<file path="config.mk">
export PLATFORM = sky130hd
export DESIGN_NAME = spi_accel_system
export DESIGN_NICKNAME = d
export VERILOG_FILES = /design/src/rtl/spi_accel_system.sv
export SDC_FILE = /design/constraint.sdc
export NUM_CORES = 1
export LEC_CHECK = 0
export CAP_MARGIN = 20
export CORE_ASPECT_RATIO = 1.5
export CORE_MARGIN = 2
export CORE_UTILIZATION = 60
export CTS_BUF_LIST = sky130_fd_sc_hd__clkbuf_8
export DETAILED_ROUTE_END_ITERATION = 8
export GPL_ROUTABILITY_DRIVEN = 0
export PLACE_DENSITY = 0.79
export SKIP_LAST_GASP = 1
export SYNTH_ARGS = -nofsm -noshare
export SYNTH_HDL_FRONTEND = slang
export SYNTH_SLANG_ARGS = --single-unit
export TNS_END_PERCENT = 30
</file>
<file path="constraint.sdc">
create_clock -name clk -period 2.6 [get_ports clk]
set_input_delay 0.65 -clock clk [delete_from_list [all_inputs] [get_ports clk]]
set_output_delay 0.65 -clock clk [all_outputs]
set_load 0.005 [all_outputs]
</file>
<file path="src/rtl/spi_accel_system.sv">
// Accelerometer front end: hardwired sequencer that configures an SPI accelerometer and samples it on INT1.
// Latency: one 24-bit SPI transaction per step; console text follows at one char per clk.
// Backpressure: none; the console cannot stall, and SPI and console activity never overlap.
// Ports: clk/resetn (async active-low); trap (sticky done/fail); out_byte/out_byte_en (console strobe);
//        INT1/INT2 (async accel interrupts); MISO/MOSI/CS/SCLK (SPI mode 0 master).
module spi_accel_system #(
    parameter int CLK_DIV     = 4,
    parameter int NUM_SAMPLES = 4
) (
    input  logic       clk,
    input  logic       resetn,
    output logic       trap,
    output logic [7:0] out_byte,
    output logic       out_byte_en,
    input  logic       INT1,
    input  logic       INT2,
    input  logic       MISO,
    output logic       MOSI,
    output logic       CS,
    output logic       SCLK
);
    localparam int DW = $clog2(2 * CLK_DIV);
    localparam logic [DW-1:0] HALF_M1 = DW'(CLK_DIV - 1);
    localparam logic [DW-1:0] GAP_M1  = DW'(2 * CLK_DIV - 1);

    typedef enum logic [2:0] {SP_IDLE, SP_LEAD, SP_HIGH, SP_LOW, SP_TRAIL, SP_GAP} spi_st_t;
    typedef enum logic [2:0] {ST_RD_ID, ST_CFG1, ST_CFG2, ST_WAIT, ST_SAMPLE, ST_EMIT, ST_DONE} seq_st_t;

    spi_st_t        spi_st_q, spi_st_d;
    logic [DW-1:0]  div_q, div_d;
    logic [4:0]     bit_q, bit_d;
    logic [23:0]    tx_q, tx_d;
    logic [7:0]     rx_q, rx_d;
    logic           cs_q, cs_d, sclk_q, sclk_d;

    seq_st_t        seq_q, seq_d, ret_q, ret_d;
    logic           launched_q, launched_d;
    logic [23:0]    msg_q, msg_d;
    logic [1:0]     len_q, len_d;
    logic [7:0]     cnt_q, cnt_d;
    logic           trap_q, trap_d;
    logic [7:0]     ob_q, ob_d;
    logic           oben_q, oben_d;
    logic           int1_s1_q, int1_s2_q, int2_s1_q, int2_s2_q, int2_s3_q;

    logic           spi_start, spi_req, spi_done, int2_rise;
    logic [23:0]    spi_word;

    function automatic logic [7:0] hex(input logic [3:0] n);
        hex = (n < 4'd10) ? (8'h30 + {4'h0, n}) : (8'h37 + {4'h0, n});
    endfunction

    assign spi_done  = (spi_st_q == SP_GAP) && (div_q == GAP_M1);
    assign int2_rise = int2_s2_q & ~int2_s3_q;

    // Sequencer
    always_comb begin
        seq_d      = seq_q;
        ret_d      = ret_q;
        launched_d = launched_q;
        msg_d      = msg_q;
        len_d      = len_q;
        cnt_d      = cnt_q;
        trap_d     = trap_q;
        ob_d       = ob_q;
        oben_d     = 1'b0;
        spi_req    = 1'b0;
        spi_start  = 1'b0;
        spi_word   = 24'h0;
        case (seq_q)
            ST_RD_ID: begin
                spi_req  = 1'b1;
                spi_word = 24'h0B0000;
                if (spi_done) begin
                    seq_d = ST_EMIT;
                    if (rx_q == 8'hAD) begin
                        msg_d = {8'h4F, 8'h4B, 8'h0A};
                        len_d = 2'd3;
                        ret_d = ST_CFG1;
                    end else begin
                        msg_d = {8'h45, 8'h0A, 8'h00};
                        len_d = 2'd2;
                        ret_d = ST_DONE;
                    end
                end
            end
            ST_CFG1: begin
                spi_req  = 1'b1;
                spi_word = 24'h0A2D02;
                if (spi_done) seq_d = ST_CFG2;
            end
            ST_CFG2: begin
                spi_req  = 1'b1;
                spi_word = 24'h0A2A01;
                if (spi_done) seq_d = ST_WAIT;
            end
            ST_WAIT: begin
                // A pending sample takes priority over a coincident activity edge.
                if (int1_s2_q) begin
                    seq_d = ST_SAMPLE;
                end else if (int2_rise) begin
                    msg_d = {8'h41, 8'h0A, 8'h00};
                    len_d = 2'd2;
                    ret_d = ST_WAIT;
                    seq_d = ST_EMIT;
                end
            end
            ST_SAMPLE: begin
                spi_req  = 1'b1;
                spi_word = 24'h0B0800;
                if (spi_done) begin
                    msg_d = {hex(rx_q[7:4]), hex(rx_q[3:0]), 8'h0A};
                    len_d = 2'd3;
                    cnt_d = cnt_q + 8'd1;
                    ret_d = (cnt_q + 8'd1 == 8'(NUM_SAMPLES)) ? ST_DONE : ST_WAIT;
                    seq_d = ST_EMIT;
                end
            end
            ST_EMIT: begin
                ob_d   = msg_q[23:16];
                oben_d = 1'b1;
                msg_d  = {msg_q[15:0], 8'h00};
                len_d  = len_q - 2'd1;
                if (len_q == 2'd1) seq_d = ret_q;
            end
            ST_DONE: trap_d = 1'b1;
            default: seq_d = ST_DONE;
        endcase
        // Launch exactly one transaction per SPI step; cleared when it completes.
        if (spi_req && !launched_q && spi_st_q == SP_IDLE) begin
            spi_start  = 1'b1;
            launched_d = 1'b1;
        end
        if (spi_done) launched_d = 1'b0;
    end

    // SPI master: MOSI is the MSB of the shift register, shifted on each falling SCLK.
    always_comb begin
        spi_st_d = spi_st_q;
        div_d    = div_q + 1'b1;
        bit_d    = bit_q;
        tx_d     = tx_q;
        rx_d     = rx_q;
        cs_d     = cs_q;
        sclk_d   = sclk_q;
        case (spi_st_q)
            SP_IDLE: begin
                div_d = '0;
                if (spi_start) begin
                    cs_d     = 1'b0;
                    tx_d     = spi_word;
                    bit_d    = 5'd0;
                    spi_st_d = SP_LEAD;
                end
            end
            SP_LEAD, SP_LOW: begin
                if (div_q == HALF_M1) begin
                    div_d    = '0;
                    sclk_d   = 1'b1;
                    rx_d     = {rx_q[6:0], MISO};
                    spi_st_d = SP_HIGH;
                end
            end
            SP_HIGH: begin
                if (div_q == HALF_M1) begin
                    div_d    = '0;
                    sclk_d   = 1'b0;
                    tx_d     = {tx_q[22:0], 1'b0};
                    bit_d    = bit_q + 5'd1;
                    spi_st_d = (bit_q == 5'd23) ? SP_TRAIL : SP_LOW;
                end
            end
            SP_TRAIL: begin
                if (div_q == HALF_M1) begin
                    div_d    = '0;
                    cs_d     = 1'b1;
                    spi_st_d = SP_GAP;
                end
            end
            SP_GAP: begin
                if (div_q == GAP_M1) begin
                    div_d    = '0;
                    spi_st_d = SP_IDLE;
                end
            end
            default: spi_st_d = SP_IDLE;
        endcase
    end

    always_ff @(posedge clk or negedge resetn) begin
        if (!resetn) begin
            spi_st_q   <= SP_IDLE;
            div_q      <= '0;
            bit_q      <= 5'd0;
            tx_q       <= 24'h0;
            rx_q       <= 8'h0;
            cs_q       <= 1'b1;
            sclk_q     <= 1'b0;
            seq_q      <= ST_RD_ID;
            ret_q      <= ST_RD_ID;
            launched_q <= 1'b0;
            msg_q      <= 24'h0;
            len_q      <= 2'd0;
            cnt_q      <= 8'd0;
            trap_q     <= 1'b0;
            ob_q       <= 8'h0;
            oben_q     <= 1'b0;
            int1_s1_q  <= 1'b0;
            int1_s2_q  <= 1'b0;
            int2_s1_q  <= 1'b0;
            int2_s2_q  <= 1'b0;
            int2_s3_q  <= 1'b0;
        end else begin
            spi_st_q   <= spi_st_d;
            div_q      <= div_d;
            bit_q      <= bit_d;
            tx_q       <= tx_d;
            rx_q       <= rx_d;
            cs_q       <= cs_d;
            sclk_q     <= sclk_d;
            seq_q      <= seq_d;
            ret_q      <= ret_d;
            launched_q <= launched_d;
            msg_q      <= msg_d;
            len_q      <= len_d;
            cnt_q      <= cnt_d;
            trap_q     <= trap_d;
            ob_q       <= ob_d;
            oben_q     <= oben_d;
            int1_s1_q  <= INT1;
            int1_s2_q  <= int1_s1_q;
            int2_s1_q  <= INT2;
            int2_s2_q  <= int2_s1_q;
            int2_s3_q  <= int2_s2_q;
        end
    end

    assign trap        = trap_q;
    assign out_byte    = ob_q;
    assign out_byte_en = oben_q;
    assign MOSI        = tx_q[23];
    assign CS          = cs_q;
    assign SCLK        = sclk_q;
endmodule

</file>
# Word level (Yosys, flattened, before mapping)
# Cells that the tools add are included.
# classes
add_sub_neg	8
muxes	55
n_reduce_logical	25
bitwise_logic	3
n_eq_ne	31
n_lt_le_gt_ge	2
# ops
operator	n
$mux 24	6
$pmux 24 s4	1
$pmux 20 s4	1
$mux 3	20
$pmux 24 s2	1
$add 6x4->7 const A	4
$ne 2x2->1 const B	11
$mux 20	1
$eq 3x3->1 const B	6
$pmux 3 s3	2
$pmux 3 s6	1
$eq 3x2->1 const B	5
$pmux 3 s5	1
$reduce_and 5->1	3
$mux 7	2
$mux 5	2
$pmux 5 s2	1
$mux 1	9
$reduce_and 3->1	3
$add 8x1->8 const B	1
$eq 8x3->1 const B	1
$eq 8x8->1 const B	1
$lt 4x4->1 const B	2
$mux 2	4
other kinds (22)	35
# totals
input_bits	5
out_inout_bits	13
word_cells	145
regBits	101

# Logic depth before layout (Yosys ltp)
# depth
word_depth	8
ltp_mapped	9

# Worst setup path after synthesis
# OpenSTA, ideal clock, no wires.
# synth_path
kind	register to register
start	reg div_q[0]
end	reg len_q[0]
stages_incl_launch_ff	8
t_required_ns	2.475
path_slack_ns	0.606
synth_period_minus_slack_ns	1.994
path_buffers	1
arrival_ns	1.870
path_cell_list	dfrtp_1 -> ha_1 -> ha_1 -> nand4b_4 -> or3_1 -> buf_6 -> nand2_4 -> mux2_2
# synth_via
elab_chain_len	4
# synth_lines
item	line_no	source
start: declaration	30	logic [DW-1:0] div_q, div_d;
start signal: assignment	215	div_q <= div_d;
$eq 3x3->1 (*)	53	assign spi_done = (spi_st_q == SP_GAP) && (div_q == GAP_M1);
$logic_and 1x1->1 (*)	53	
$ne 2x2->1 (no source line)	--	
$reduce_and 5->1 (no source line) (*)	--	
end signal: assignment	225	len_q <= len_d;
end: declaration	39	logic [1:0] len_q, len_d;
# Every way passes the cells marked *; elsewhere a longest branch is shown, timed or not.
# A chain may end at the register's enable or synchronous reset.

# Final worst setup path
# layout_path
start	reg div_q[0]
end	reg msg_q[14]
# layout_via
elab_chain_len	4
# layout_lines
item	line_no	source
$eq 3x3->1 (*)	53	
$logic_and 1x1->1 (*)	53	
$ne 2x2->1 (no source line)	--	
$reduce_and 5->1 (no source line) (*)	--	
end signal: assignment	224	msg_q <= msg_d;
end: declaration	38	logic [23:0] msg_q, msg_d;
# Marks and branches as above.

==> impl_metrics.toml <==
[worst_setup_path]
slowest_delay_ps = 540
cp.required_ps = 2870
crit_path_end_kind = "register"
critical_path.max_fanout = 11
startpoint = "div_q[0]$_DFF_PN0_"
crit_path_start_kind = "register"
path_buf_inv = 0
crit_family = "simple AND/OR/NAND/NOR gates"
path_cells = "ha_1, ha_1, nand4b_4, or3_1, and2_1, o41ai_2"
r2r-start = "div_q[0]$_DFF_PN0_"
path_common_cell = "ha_1"
critPathSlowestCell = "or3_1"
criticalPathCategory = "reg2reg"
arrival_ps = 2640

[yosys]
synth-edff-count = 0
synthFlopType = "dfrtp_1"
avgSynthCellArea_um2 = 10.9
yosysUniqueCellTypes = 69
synthArstFlopShare = 1.00
synth_seq_cells = 91
synth_top_area_cell = "dfrtp_1"
synthCells = 400
ys_top_cells_by_area = "dfrtp_1 (52%), nand2_1 (3.6%), ha_1 (3.5%)"
yosysSeqAreaShare = 0.525
synth.top_cell.area_share = 0.519
synth_nets = 417
yosysWarnings = 0
syn_area_mm2 = 0.00434

[sta]
rsz0062_at_grt = "false"
drv_slew = 0
fin_crit_ps = 2370
fin_tns_setup_ps = 0
fin_skew_ps = 9.77
slew-limit-headroom = 0.583
tightest_slew_ps = 625
clock.fmax_mhz = 422
setup_viol = 0
hold_viol = 0
fin_crit_sh = 0.912

[global_route]
antenna_found_initial = 0
grt_max_degree = 62
grt_use_met3 = 0.0326
met1_usage = 0.282
grt_use_met2 = 0.383
grt_pass1_vias = 2865
grt_first_pass_wirelength_mm = 13.7
grt_overflow = 0
busiest_layer = "met2"
grt_use_total = 0.226

[power]
ir_drop_v = 0.000453
power.leakage_nw = 2.22
power_density_mw_per_mm2 = 530

[placed_design]
dp.cells = 479
portBuffers = 16
dp_hpwl_mm = 5.60

[cts]
cts_sinks = 91
clkTransAtPathRegs_ps = 90
cts-resized-gates = 0
htree_levels = 3
cts_tree = "yes"
postCtsHoldBufs = 0
cts_made_buffers = 9
cts_root_buf = "clkbuf_8"
post-cts-setup-buffers = 0
clock_latency_ps = 370
cts_buffer_depth = 2

[routing]
drt-initial-drc-count = 237
dr.pass1.iters = 4
wl_per_cell_um = 16.3
num_vias = 2978
drcViolationCount = 0
viasPerCell = 6.02
antenna_left = 0
drt-total-wl_mm = 8.05

[die]
io_pins = 18
die-area_mm2 = 0.00794
num_rows = 38
dieWidth_um = 73.4
die_h_um = 108
core_region_area_mm2 = 0.00713
initial_core_util = 0.609

[job]
drv_cap = 0

[layout]
final_cell_mix = "dfrtp_1 (90), nand2_1 (42), a21oi_1 (19), o21ai_0 (18), nand3_1 (17)"
final_common_cell = "dfrtp_1"
antenna_cells = 0
layout-drive-gt1-share = 0.130
fin_nets = 427
fin_cells = 495
area_growth_pct = 10.2

[outcome]
status = "finished, final reports clean"

[hold_path]
hold_path.class = "in2async"
==> registers in the layout, indices dropped and copies added (netlist names), 5 cells and up <==
register / cells
tx_q: 24
msg_q: 15
cnt_q: 8
rx_q: 8
out_byte: 7
bit_q: 5
==> final timing paths <==
kind,to,slack (ps),cells past startpoint
worst max-delay path,msg_q[14]$_DFFE_PN0P_,230,6
worst min-delay path,spi_st_q[1]$_DFFE_PN0P_,200,1
worst max register to register,msg_q[14]$_DFFE_PN0P_,230,6
max in group asynchronous,ret_q[0]$_DFFE_PN0P_,1770,2
min in group clk,int2_s2_q$_DFF_PN0_,370,0
worst min register to register,int2_s2_q$_DFF_PN0_,370,0
==> worst reg2reg max path: cells and delay by family, from the launching register on <==
| family | cells | cell delay [ps] |
|---|---|---|
| DFF | 1 | 360 |
| AOI/OAI and AO/OA | 1 | 340 |
| adders and majority gates | 2 | 530 |
| and+or+nand+nor | 3 | 1050 |
==> report_power, final <==
group / total (W) / internal [W] / switching, W
registers: 0.00143 / 0.00142 / 0.0000114
logic: 0.0000622 / 0.0000214 / 0.0000407
clock network: 0.00104 / 0.000537 / 0.000499
total: 0.00253 / 0.00198 / 0.000551
==> area by class of cell <==
class / instances / area [um^2]
clock buffers: 9 / 124
clock inverters: 7 / 92.6
fillers: 569 / 2350
inverters: 16 / 60.1
multi-input cells: 266 / 1880
flip-flops and latches: 91 / 2280
well taps: 80 / 100
repair buffers: 26 / 245
==> per-stage QoR <==
stage / total power, W / hold WS (ps) / setup WS [ps] / utilization / area, um^2
finish: 0.00253 / 199 / 230 / 0.671 / 4780
global route: 0.00262 / 239 / 70.8 / 0.671 / 4780
CTS: 0.00256 / 204 / 220 / 0.671 / 4780
detailed placement: 0.00153 / 356 / 256 / 0.640 / 4570
global placement: 0.00153 / 332 / 385 / 0.640 / 4570
floorplan: 0.00148 / 331 / 606 / - / 4340
==> cells in the mapped netlist, types with 2 or more instances <==
master and instances:
a211o_1 2, a211oi_1 3, a21boi_0 3, a21o_1 4, a21oi_1 19, a221o_1 5
a22o_1 16, a31oi_1 2, and2_1 2, buf_1 3, buf_2 12, buf_6 2
clkbuf_1 9, clkinv_1 2, dfrtp_1 90, ha_1 12, inv_1 14, mux2_1 2
mux2_2 12, mux2i_1 2, nand2_1 42, nand2b_1 6, nand3_1 17, nand3b_1 4
nand4_1 3, nand4bb_1 2, nor2_1 13, nor2b_1 4, nor3_1 8, nor3_2 2
o21a_1 6, o21ai_0 18, o21ai_1 2, o22a_1 2, o31ai_1 5, o32ai_1 3
or2_2 3, or3_1 2, xnor2_1 7, xor2_1 6
==> layer usage <==
| layer | vias to the layer above | share of wire |
|---|---|---|
| li1 | 1447 | - |
| met4 | 0 | 0.020 |
| met1 | 1478 | 0.43 |
| met5 | - | 0 |
| met3 | 13 | 0.021 |
| met2 | 40 | 0.53 |
==> cells by family (layout without fill, tap and decap cells) <==
family          Yosys count  count (layout)  synth area share
fa+ha+maj                13              13            0.0372
flops                    91              91             0.525
mux                      16              16            0.0409
other cells               1               1          0.000864
xor+xnor                 13              13            0.0262
buf+inv                  43              58            0.0450
compound gates          101             101             0.165
simple gates            122             122             0.160
No activity file was read; power rests on OpenSTA's default activity.
